File: config.mk
export PLATFORM = sky130hd
export DESIGN_NAME = fifo_sched
export DESIGN_NICKNAME = d
export VERILOG_FILES = /design/src/rtl/fifo_pkg.sv /design/src/rtl/fifo_sched_rr_arb.sv /design/src/rtl/fifo_sched.sv
export SDC_FILE = /design/constraint.sdc
export NUM_CORES = 1
export LEC_CHECK = 0
export BUFFER_PORTS_ARGS = -buffer_cell sky130_fd_sc_hd__buf_2
export CAP_MARGIN = 10
export CORE_MARGIN = 5
export CORE_UTILIZATION = 40
export CTS_CLUSTER_DIAMETER = 50
export CTS_CLUSTER_SIZE = 8
export DETAILED_ROUTE_END_ITERATION = 8
export GPL_TIMING_DRIVEN = 1
export PLACE_DENSITY = 0.73
export SETUP_SLACK_MARGIN = 0.2
export SYNTH_ARGS = -nofsm -noshare
export SYNTH_HDL_FRONTEND = slang
export SYNTH_HIERARCHICAL = 1
export SYNTH_SLANG_ARGS = --single-unit
export TNS_END_PERCENT = 1
File: constraint.sdc
create_clock -name clk_w -period 2.2 [get_ports clk_w]
set_input_delay 0.55 -clock clk_w [delete_from_list [all_inputs] [get_ports clk_w]]
set_output_delay 0.55 -clock clk_w [all_outputs]
set_load 0.1 [all_outputs]
File: src/rtl/fifo_pkg.sv
// Shared types and defaults for the FIFO scheduler slice.
package fifo_pkg;

  localparam int DEPTH_DEF = 3;
  localparam int DW_DEF    = 8;

  // Operation issued on the FIFO pins in a given cycle.
  typedef enum logic [1:0] {
    OP_NONE,
    OP_WR,
    OP_RD
  } op_t;

  // Scheduler FSM: RUN issues ops, HALT is entered on a flag mismatch.
  typedef enum logic {
    RUN,
    HALT
  } state_t;

  // Opposite operation, used to alternate under write/read contention.
  function automatic op_t other_op(input op_t op);
    return (op == OP_WR) ? OP_RD : OP_WR;
  endfunction

endpackage

File: src/rtl/fifo_sched_rr_arb.sv
// Round-robin arbiter: picks the first eligible requester at or after rr_ptr.
module rr_arb #(
  parameter int NREQ = 4
) (
  input  logic [NREQ-1:0]         elig,
  input  logic [$clog2(NREQ)-1:0] rr_ptr,
  output logic [$clog2(NREQ)-1:0] grant,
  output logic                    any_v
);

  localparam int IDX_W = $clog2(NREQ);

  logic [IDX_W-1:0] cand;

  // Walk offsets from farthest to nearest so the nearest eligible index wins.
  always_comb begin
    grant = '0;
    any_v = 1'b0;
    cand  = '0;
    for (int off = NREQ - 1; off >= 0; off--) begin
      cand = IDX_W'((int'(rr_ptr) + off) % NREQ);
      if (elig[cand]) begin
        grant = cand;
        any_v = 1'b1;
      end
    end
  end

endmodule

File: src/rtl/fifo_sched.sv
// Shares one small byte FIFO between NREQ writers and a single reader.
// One FIFO op per cycle; occ shadows the FIFO fill level so the lagging
// full/empty flags are only used as a consistency check, never to schedule.
module fifo_sched
  import fifo_pkg::*;
#(
  parameter int NREQ  = 4,
  parameter int DW    = DW_DEF,
  parameter int DEPTH = DEPTH_DEF
) (
  input  logic                         clk_w,
  input  logic                         reset,
  input  logic                         en,
  input  logic [NREQ-1:0]              req_v,
  input  logic [NREQ*DW-1:0]           req_d,
  output logic [NREQ-1:0]              req_ack,
  input  logic                         rd_req,
  output logic                         rd_v,
  output logic [DW-1:0]                rd_d,
  output logic                         fifo_wre,
  output logic [DW-1:0]                fifo_wrd,
  output logic                         fifo_rde,
  input  logic [DW-1:0]                fifo_rdd,
  input  logic                         fifo_full,
  input  logic                         fifo_empty,
  output logic [$clog2(DEPTH+1)-1:0]   occ,
  output logic                         err
);

  localparam int IDX_W = $clog2(NREQ);
  localparam int OCC_W = $clog2(DEPTH + 1);
  localparam logic [OCC_W-1:0] OCC_MAX  = OCC_W'(DEPTH);
  localparam logic [IDX_W-1:0] LAST_IDX = IDX_W'(NREQ - 1);

  state_t           state, state_n;
  op_t              last_op, last_op_n;
  op_t              op_sel;
  logic [IDX_W-1:0] rr_ptr, rr_ptr_n;
  logic [IDX_W-1:0] grant;
  logic             grant_v;
  logic [NREQ-1:0]  elig;
  logic             wr_ok, rd_ok;
  logic             idle_edge, flag_bad;

  logic [NREQ-1:0]  req_ack_n;
  logic             fifo_wre_n, fifo_rde_n;
  logic [DW-1:0]    fifo_wrd_n;
  logic [OCC_W-1:0] occ_n;
  logic             err_n;

  // The requester acked this cycle sits out one cycle so it can advance data.
  assign elig = req_v & ~req_ack;

  // Read data comes straight from the FIFO; it is only meaningful with rd_v.
  assign rd_d = fifo_rdd;

  rr_arb #(
    .NREQ (NREQ)
  ) u_arb (
    .elig   (elig),
    .rr_ptr (rr_ptr),
    .grant  (grant),
    .any_v  (grant_v)
  );

  // A read issued last cycle still has its rd_v pending, so reads are spaced.
  assign wr_ok = grant_v && (occ < OCC_MAX);
  assign rd_ok = rd_req && (occ != '0) && !fifo_rde;

  // Flags are only trusted when no op is being sampled by the FIFO this edge.
  assign idle_edge = !fifo_wre && !fifo_rde;
  assign flag_bad  = idle_edge &&
                     ((fifo_full != (occ == OCC_MAX)) || (fifo_empty != (occ == '0)));

  // Next-state and op selection; a mismatch wins over any pending op.
  always_comb begin
    state_n = state;
    op_sel  = OP_NONE;
    case (state)
      RUN: begin
        if (flag_bad) begin
          state_n = HALT;
        end else if (en) begin
          if (wr_ok && rd_ok) begin
            op_sel = other_op(last_op);
          end else if (wr_ok) begin
            op_sel = OP_WR;
          end else if (rd_ok) begin
            op_sel = OP_RD;
          end
        end
      end
      HALT: begin
        state_n = HALT;
      end
      default: begin
        state_n = HALT;
      end
    endcase
  end

  // Turn the selected op into next values for the pin registers and bookkeeping.
  always_comb begin
    req_ack_n  = '0;
    fifo_wre_n = 1'b0;
    fifo_wrd_n = '0;
    fifo_rde_n = 1'b0;
    occ_n      = occ;
    last_op_n  = last_op;
    rr_ptr_n   = rr_ptr;
    err_n      = err | ((state == RUN) && flag_bad);
    case (op_sel)
      OP_WR: begin
        req_ack_n[grant] = 1'b1;
        fifo_wre_n       = 1'b1;
        fifo_wrd_n       = req_d[int'(grant)*DW +: DW];
        occ_n            = occ + OCC_W'(1);
        last_op_n        = OP_WR;
        rr_ptr_n         = (grant == LAST_IDX) ? '0 : grant + IDX_W'(1);
      end
      OP_RD: begin
        fifo_rde_n = 1'b1;
        occ_n      = occ - OCC_W'(1);
        last_op_n  = OP_RD;
      end
      default: begin
      end
    endcase
  end

  // FSM state register; only reset leaves HALT.
  always_ff @(posedge clk_w or posedge reset) begin
    if (reset) begin
      state <= RUN;
    end else begin
      state <= state_n;
    end
  end

  // Output and bookkeeping registers; reset aborts anything in flight.
  always_ff @(posedge clk_w or posedge reset) begin
    if (reset) begin
      last_op  <= OP_RD;
      rr_ptr   <= '0;
      req_ack  <= '0;
      fifo_wre <= 1'b0;
      fifo_wrd <= '0;
      fifo_rde <= 1'b0;
      rd_v     <= 1'b0;
      occ      <= '0;
      err      <= 1'b0;
    end else begin
      last_op  <= last_op_n;
      rr_ptr   <= rr_ptr_n;
      req_ack  <= req_ack_n;
      fifo_wre <= fifo_wre_n;
      fifo_wrd <= fifo_wrd_n;
      fifo_rde <= fifo_rde_n;
      rd_v     <= fifo_rde;
      occ      <= occ_n;
      err      <= err_n;
    end
  end

endmodule

==> impl_metrics.ini, run 1 <==
[critical_path]
regToRegSetupSlack_ns = 0.20
regToRegStartpoint = req_ack[3]
r2r_cells = 7
regToRegEndpoint = fifo_wrd[7]
critPathCaptureType = flip-flop
crit_path_start_kind = flip-flop
crit_start = req_ack[3]
path_class = reg2reg
required_ns = 2.41
critPathCapture = fifo_wrd[7]
worstPathMaxFanout = 5
cp.arrival_ns = 2.21

[logic_synthesis]
syn_inst = 111
synth_edf_count = 0
syn-num-nets = 169
yosysUniqueCellTypes = 32
postSynthAreaPerCell_um2 = 12.3
ys_ff_latch = 23
synth_ff_type = dfrtp_1
yosys_warnings = 6
ys_seq_area_share_pct = 42.4
synth_area_mm2 = 0.00136
async_flop_share_pct = 100

[clocking]
h-tree-depth = 1
hold_buffers = 0
cts_tree = yes
numCtsBuffers = 3
clock_path_buffers = 2
root_buffer = clkbuf_4
clk_pin_slew_worst_paths_ns = 0.12
cts_num_sinks = 23
clk_latency_ns = 0.30

[timing]
hold_viol_final = 0
drv_slew = 0
min_period_ns = 2.00
worst_pin_slew_ns = 0.697
final.setup_skew_ns = 0.00260
setup_ws_ns = 0.198
setup_tns_ns = 0
setup_viol = 0
rsz0062_at_grt = yes
fmax_mhz = 499
fin_crit_sh_pct = 91.0
slew_headroom_pct = 53.5

[die]
die_w_um = 68.3
initial_core_util_pct = 41.1
core_area_mm2 = 0.00331
die_h_um = 68.3
rows = 21
num_io_pins = 76
fp.dieArea_mm2 = 0.00467

[outcome]
outcome = finished, final reports clean

[cells_and_area]
insertedDiodeCount = 0
drive_above_1_share_pct = 64.0
syn2layout_area_growth_pct = 37.5
final_util_pct = 56.5
nets = 234

[placement]
post-place-ws_ns = -0.0476
numPortBuffers = 59
hpwl_mm = 2.74
place.gp.congestion = 0.821

[detailed_routing]
drc = 0
vias_per_cell = 4.87
vias = 1076
first_iter_violations = 29
final_antenna_net_count = 0
firstDrtPassIters = 4
wl_mm = 3.41
routedWlPerCell_um = 15.4

[power_and_ir_drop]
leakage_nw = 0.936
power_density_mw_per_mm2 = 399
vdd_drop_max_mv = 0.267

[global_route]
antenna_found_initial = 0
grt_util_all_layers_pct = 15.8
grt_max_degree = 19
grt_pass1_wl_mm = 5.33
grt_remaining_overflow = 0
first_global_vias = 1147

[min_path]
hold_path_class = in2async

[flow_run]
maxCapViolCount = 0
[metrics by stage]
| step | total power [mW] | hold WS (ns) | instance area (µm²) | std cells |
|---|---|---|---|---|
| 6_report | 0.747 | 0.329 | 1870 | 221 |
| 5_1_grt | 0.794 | 0.358 | 1870 | 221 |
| 4_1_cts | 0.754 | 0.337 | 1840 | 218 |
| 3_5_place_dp | 0.549 | 0.424 | 1760 | 210 |
| 3_3_place_gp | 0.543 | 0.423 | 1760 | 210 |
| 2_1_floorplan | 0.564 | 0.443 | 1450 | 111 |
[power breakdown]
group	internal, mW	switching (mW)	total (mW)
registers	0.423	0	0.423
clock network	0.0707	0.124	0.194
logic	0.0804	0.0501	0.130
[worst max-delay path, stage by stage (launching register included)]
cell and delay (ns):
dfrtp_4 0.52, nor2b_4 0.15, mux2i_1 0.10, a211oi_2 0.18
buf_4 0.18, buf_12 0.13, mux4_2 0.49, and2_1 0.17
[final cells by class]
type,instances,area [µm²]
multi-input combinational,71,742
inverter,5,18.8
sequential,23,602
timing repair buffer,72,425
clock buffer,4,26.3
tap,46,57.6
fill,306,1440
[timing repair]
item / in CTS / in global routing
setup buffers: 3 / 3
endpoints found under the hold margin: 0 / 0
gates resized for setup: 3 / 3
pin swaps: 4 / 2
endpoints found under the setup margin: 13 / 14
gates cloned: 1 / 0
[cells by family (layout without fill, tap and decap cells)]
group | after synthesis | after routing | share of synthesized area [%]
buffers and inverters | 17 | 81 | 8.09
DFF | 23 | 23 | 42.4
and+or+nand+nor | 37 | 37 | 17.0
muxes | 13 | 13 | 17.2
AOI/OAI and AO/OA | 9 | 9 | 5.42
adders and majority gates | 8 | 8 | 7.35
xor gates and xnor gates | 4 | 4 | 2.57
[Yosys cell counts, drive strengths merged (2+ instances only)]
master / count / area share, %
o21ai: 2 / 1.0
nand2: 2 / 0.55
and4: 2 / 1.3
mux2: 3 / 2.5
nor3b: 3 / 2.4
ha: 8 / 7.4
xnor2: 3 / 1.9
mux4: 8 / 13
and2: 12 / 5.5
nand4: 2 / 0.92
mux2i: 2 / 1.5
a21oi: 2 / 0.74
nor2b: 5 / 2.3
nand2b: 3 / 1.4
inv: 5 / 1.4
buf: 11 / 6.4
dfrtp: 22 / 40
a211oi: 2 / 1.5
nor2: 7 / 2.1
[layer usage]
layer  vias to the layer above  wire length, µm  track usage [%]
li1                        503                -                -
met2                        58             1790             28.0
met3                         6              354             5.42
met5                         -                0                0
met1                       509             1200             17.0
met4                         0               72             6.95
[flip-flops by register name (all words and copies together) (netlist names)]
name / cells
err: 1
rr_ptr: 2
occ: 2
req_ack: 4
fifo_wre: 1
rd_v: 1
last_op: 2
state: 1
fifo_wrd: 8
fifo_rde: 1
[worst min-delay path by stage]
| stage | startpoint | end | depth (start not counted) |
|---|---|---|---|
| finish | reset | err | 2 |
| global route | reset | req_ack[3] | 2 |
| CTS | reset | err | 2 |
| detailed placement | fifo_rde | rd_v | 0 |
| global placement | fifo_rde | rd_v | 0 |
| floorplan | state | err | 1 |
[layout by cell type (no fill, tap or decap), types with 2 or more instances in the layout]
| master | n |
|---|---|
| buf_2 | 59 |
| dfrtp_1 | 14 |
| and2_1 | 12 |
| buf_4 | 11 |
| mux4_2 | 8 |
| nor2_1 | 6 |
| ha_1 | 6 |
| dfrtp_4 | 6 |
| inv_1 | 5 |
| nor2b_4 | 3 |
| nand2b_1 | 3 |
| clkbuf_4 | 3 |
| nor3b_2 | 2 |
| a21oi_2 | 2 |
| nand4_1 | 2 |
| mux2_4 | 2 |
| xnor2_1 | 2 |
| mux2i_1 | 2 |
| dfrtp_2 | 2 |
| nand2_1 | 2 |
No activity file was read; power rests on OpenSTA's default activity.
==> inputs of run 2 (changes only) <==
==> constraint.sdc (replaced) <==
create_clock -name clk_w -period 2.51 [get_ports clk_w]
set_input_delay 0.6275 -clock clk_w [delete_from_list [all_inputs] [get_ports clk_w]]
set_output_delay 0.6275 -clock clk_w [all_outputs]
set_load 0.1 [all_outputs]
==> impl_metrics.ini, run 2 (synthesis gave the netlist of run 1 again) <==
[outcome]
outcome = finished, final reports clean

[global_route]
grt_remaining_overflow = 0
grt_max_degree = 24
grt_pass1_wl_mm = 4.69
first_global_vias = 1111
antenna_found_initial = 0
grt_util_all_layers_pct = 13.5

[placement]
place_area_mm2 = 0.00169
hpwl_mm = 2.37
place.gp.congestion = 0.934
numPortBuffers = 59

[critical_path]
path_class = reg2reg
crit_path_start_kind = flip-flop
cp.arrival_ns = 2.43
worstPathMaxFanout = 4
required_ns = 2.77
critPathCaptureType = flip-flop
slowest_stage = dfrtp_4
cp_slowest_stage_delay_ns = 0.49
path_cells = nor2b_2 > nor2_1 > nand2_1 > a21boi_1 > o21ai_0 > and4_1 > ha_1 > mux2_2

[power_and_ir_drop]
vdd_drop_max_mv = 0.178
power_density_mw_per_mm2 = 374
leakage_nw = 0.867

[die]
initial_core_util_pct = 41.1
fp.dieArea_mm2 = 0.00467
die_h_um = 68.3
num_io_pins = 76
core_area_mm2 = 0.00331
rows = 21
die_w_um = 68.3

[timing]
hold_viol_final = 0
fin_crit_sh_pct = 86.6
drv_slew = 0
rsz0062_at_grt = no
setup_tns_ns = 0
fmax_mhz = 460
worst_pin_slew_ns = 0.496
min_period_ns = 2.17
final.setup_skew_ns = 0.00146
setup_viol = 0
slew_headroom_pct = 67.1

[cells_and_area]
finalInstanceArea_mm2 = 0.00171
syn2layout_area_growth_pct = 25.9
drive_above_1_share_pct = 55.1
fillers = 330
nets = 226
final_common_cell = buf_2
largest_register_ffs = 8
reg_top3 = fifo_wrd x8, req_ack x4
insertedDiodeCount = 0
regMostFlops = fifo_wrd
final_cell_mix = buf_2 (59), dfrtp_1 (16), and2_1 (12)

[clocking]
numCtsBuffers = 3
clock_path_buffers = 2
hold_buffers = 0
root_buffer = clkbuf_4
h-tree-depth = 1
cts_num_sinks = 23
clk_latency_ns = 0.31
cts_tree = yes
clk_pin_slew_worst_paths_ns = 0.13
postCtsSetupRepairBufs = 0

[flow_run]
maxCapViolCount = 0

[detailed_routing]
vias_per_cell = 4.88
first_iter_violations = 44
final_antenna_net_count = 0
vias = 1039
drc = 0
wl_mm = 2.88
routedWlPerCell_um = 13.5
firstDrtPassIters = 4

[min_path]
hold_path_class = in2async
==> run 2: changes by cell type in the layout (fill, tap and decap cells not counted), moves of 2 or more <==
cell	previous run	this run
a21oi_1	0	2
a21oi_2	2	0
buf_4	11	4
dfrtp_1	14	16
dfrtp_2	2	4
dfrtp_4	6	2
ha_1	6	8
mux2_2	1	3
mux2_4	2	0
nor2b_1	1	4
nor2b_4	3	0
==> run 2: worst max-delay path, delay by kind of cell, from the launching register on <==
kind / cells / cell delay, ns
AND/OR/NAND/NOR: 4 / 0.56
flip-flops: 1 / 0.49
adder cells (fa/ha/maj): 1 / 0.37
multiplexers: 1 / 0.35
AO/OA/AOI/OAI: 2 / 0.34
==> run 2: cell type report <==
class,instances,area (µm²),share of cell area (%)
clock buffers,4,26.3,1.53
inverters,5,18.8,1.09
multi-input cells,71,677,39.5
flip-flops and latches,23,589,34.4
well taps,46,57.6,3.36
repair buffers,64,345,20.1
==> run 2: timing repair <==
action	CTS	global route
gates resized for setup	0	1
setup endpoints to repair	0	2
hold endpoints to repair	0	0
==> run 2: report_power, final <==
part           leakage (nW)  total [mW]  internal [mW]  switching [mW]
Sequential            0.291       0.370          0.370               0
Clock                0.0150       0.174         0.0621           0.112
Combinational         0.560      0.0969         0.0582          0.0387
Total                 0.867       0.642          0.491           0.151
==> run 2: path summary, 6_finish.rpt <==
kind / startpoint / to / slack (ns) / depth (start not counted)
min: reset / fifo_wrd[4] / 0.33 / 3
max: req_ack[3] / last_op[1] / 0.34 / 8
min in group clk_w: fifo_rde / rd_v / 0.48 / 0
max in group asynchronous: reset / last_op[1] / 1.90 / 3
max reg2reg: req_ack[3] / last_op[1] / 0.34 / 8
min reg2reg: fifo_rde / rd_v / 0.48 / 0
==> run 2: routing by layer <==
| metal | vias up | global-route usage [%] | share of wire, % |
|---|---|---|---|
| met5 | - | 0 | 0 |
| met1 | 486 | 15.2 | 40 |
| li1 | 487 | - | - |
| met2 | 58 | 22.9 | 47 |
| met4 | 0 | 7.20 | 1.7 |
| met3 | 8 | 3.94 | 11 |
==> run 2: stage by stage <==
stage	hold slack, ns	total power, mW	cells	worst slack, ns	util [%]
2_1_floorplan	0.443	0.491	111	0.193	-
3_3_place_gp	0.448	0.472	209	0.0847	51.0
3_5_place_dp	0.456	0.476	209	0.0101	51.0
4_1_cts	0.326	0.655	213	0.287	51.8
5_1_grt	0.343	0.676	213	0.231	51.8
6_report	0.326	0.642	213	0.336	51.8
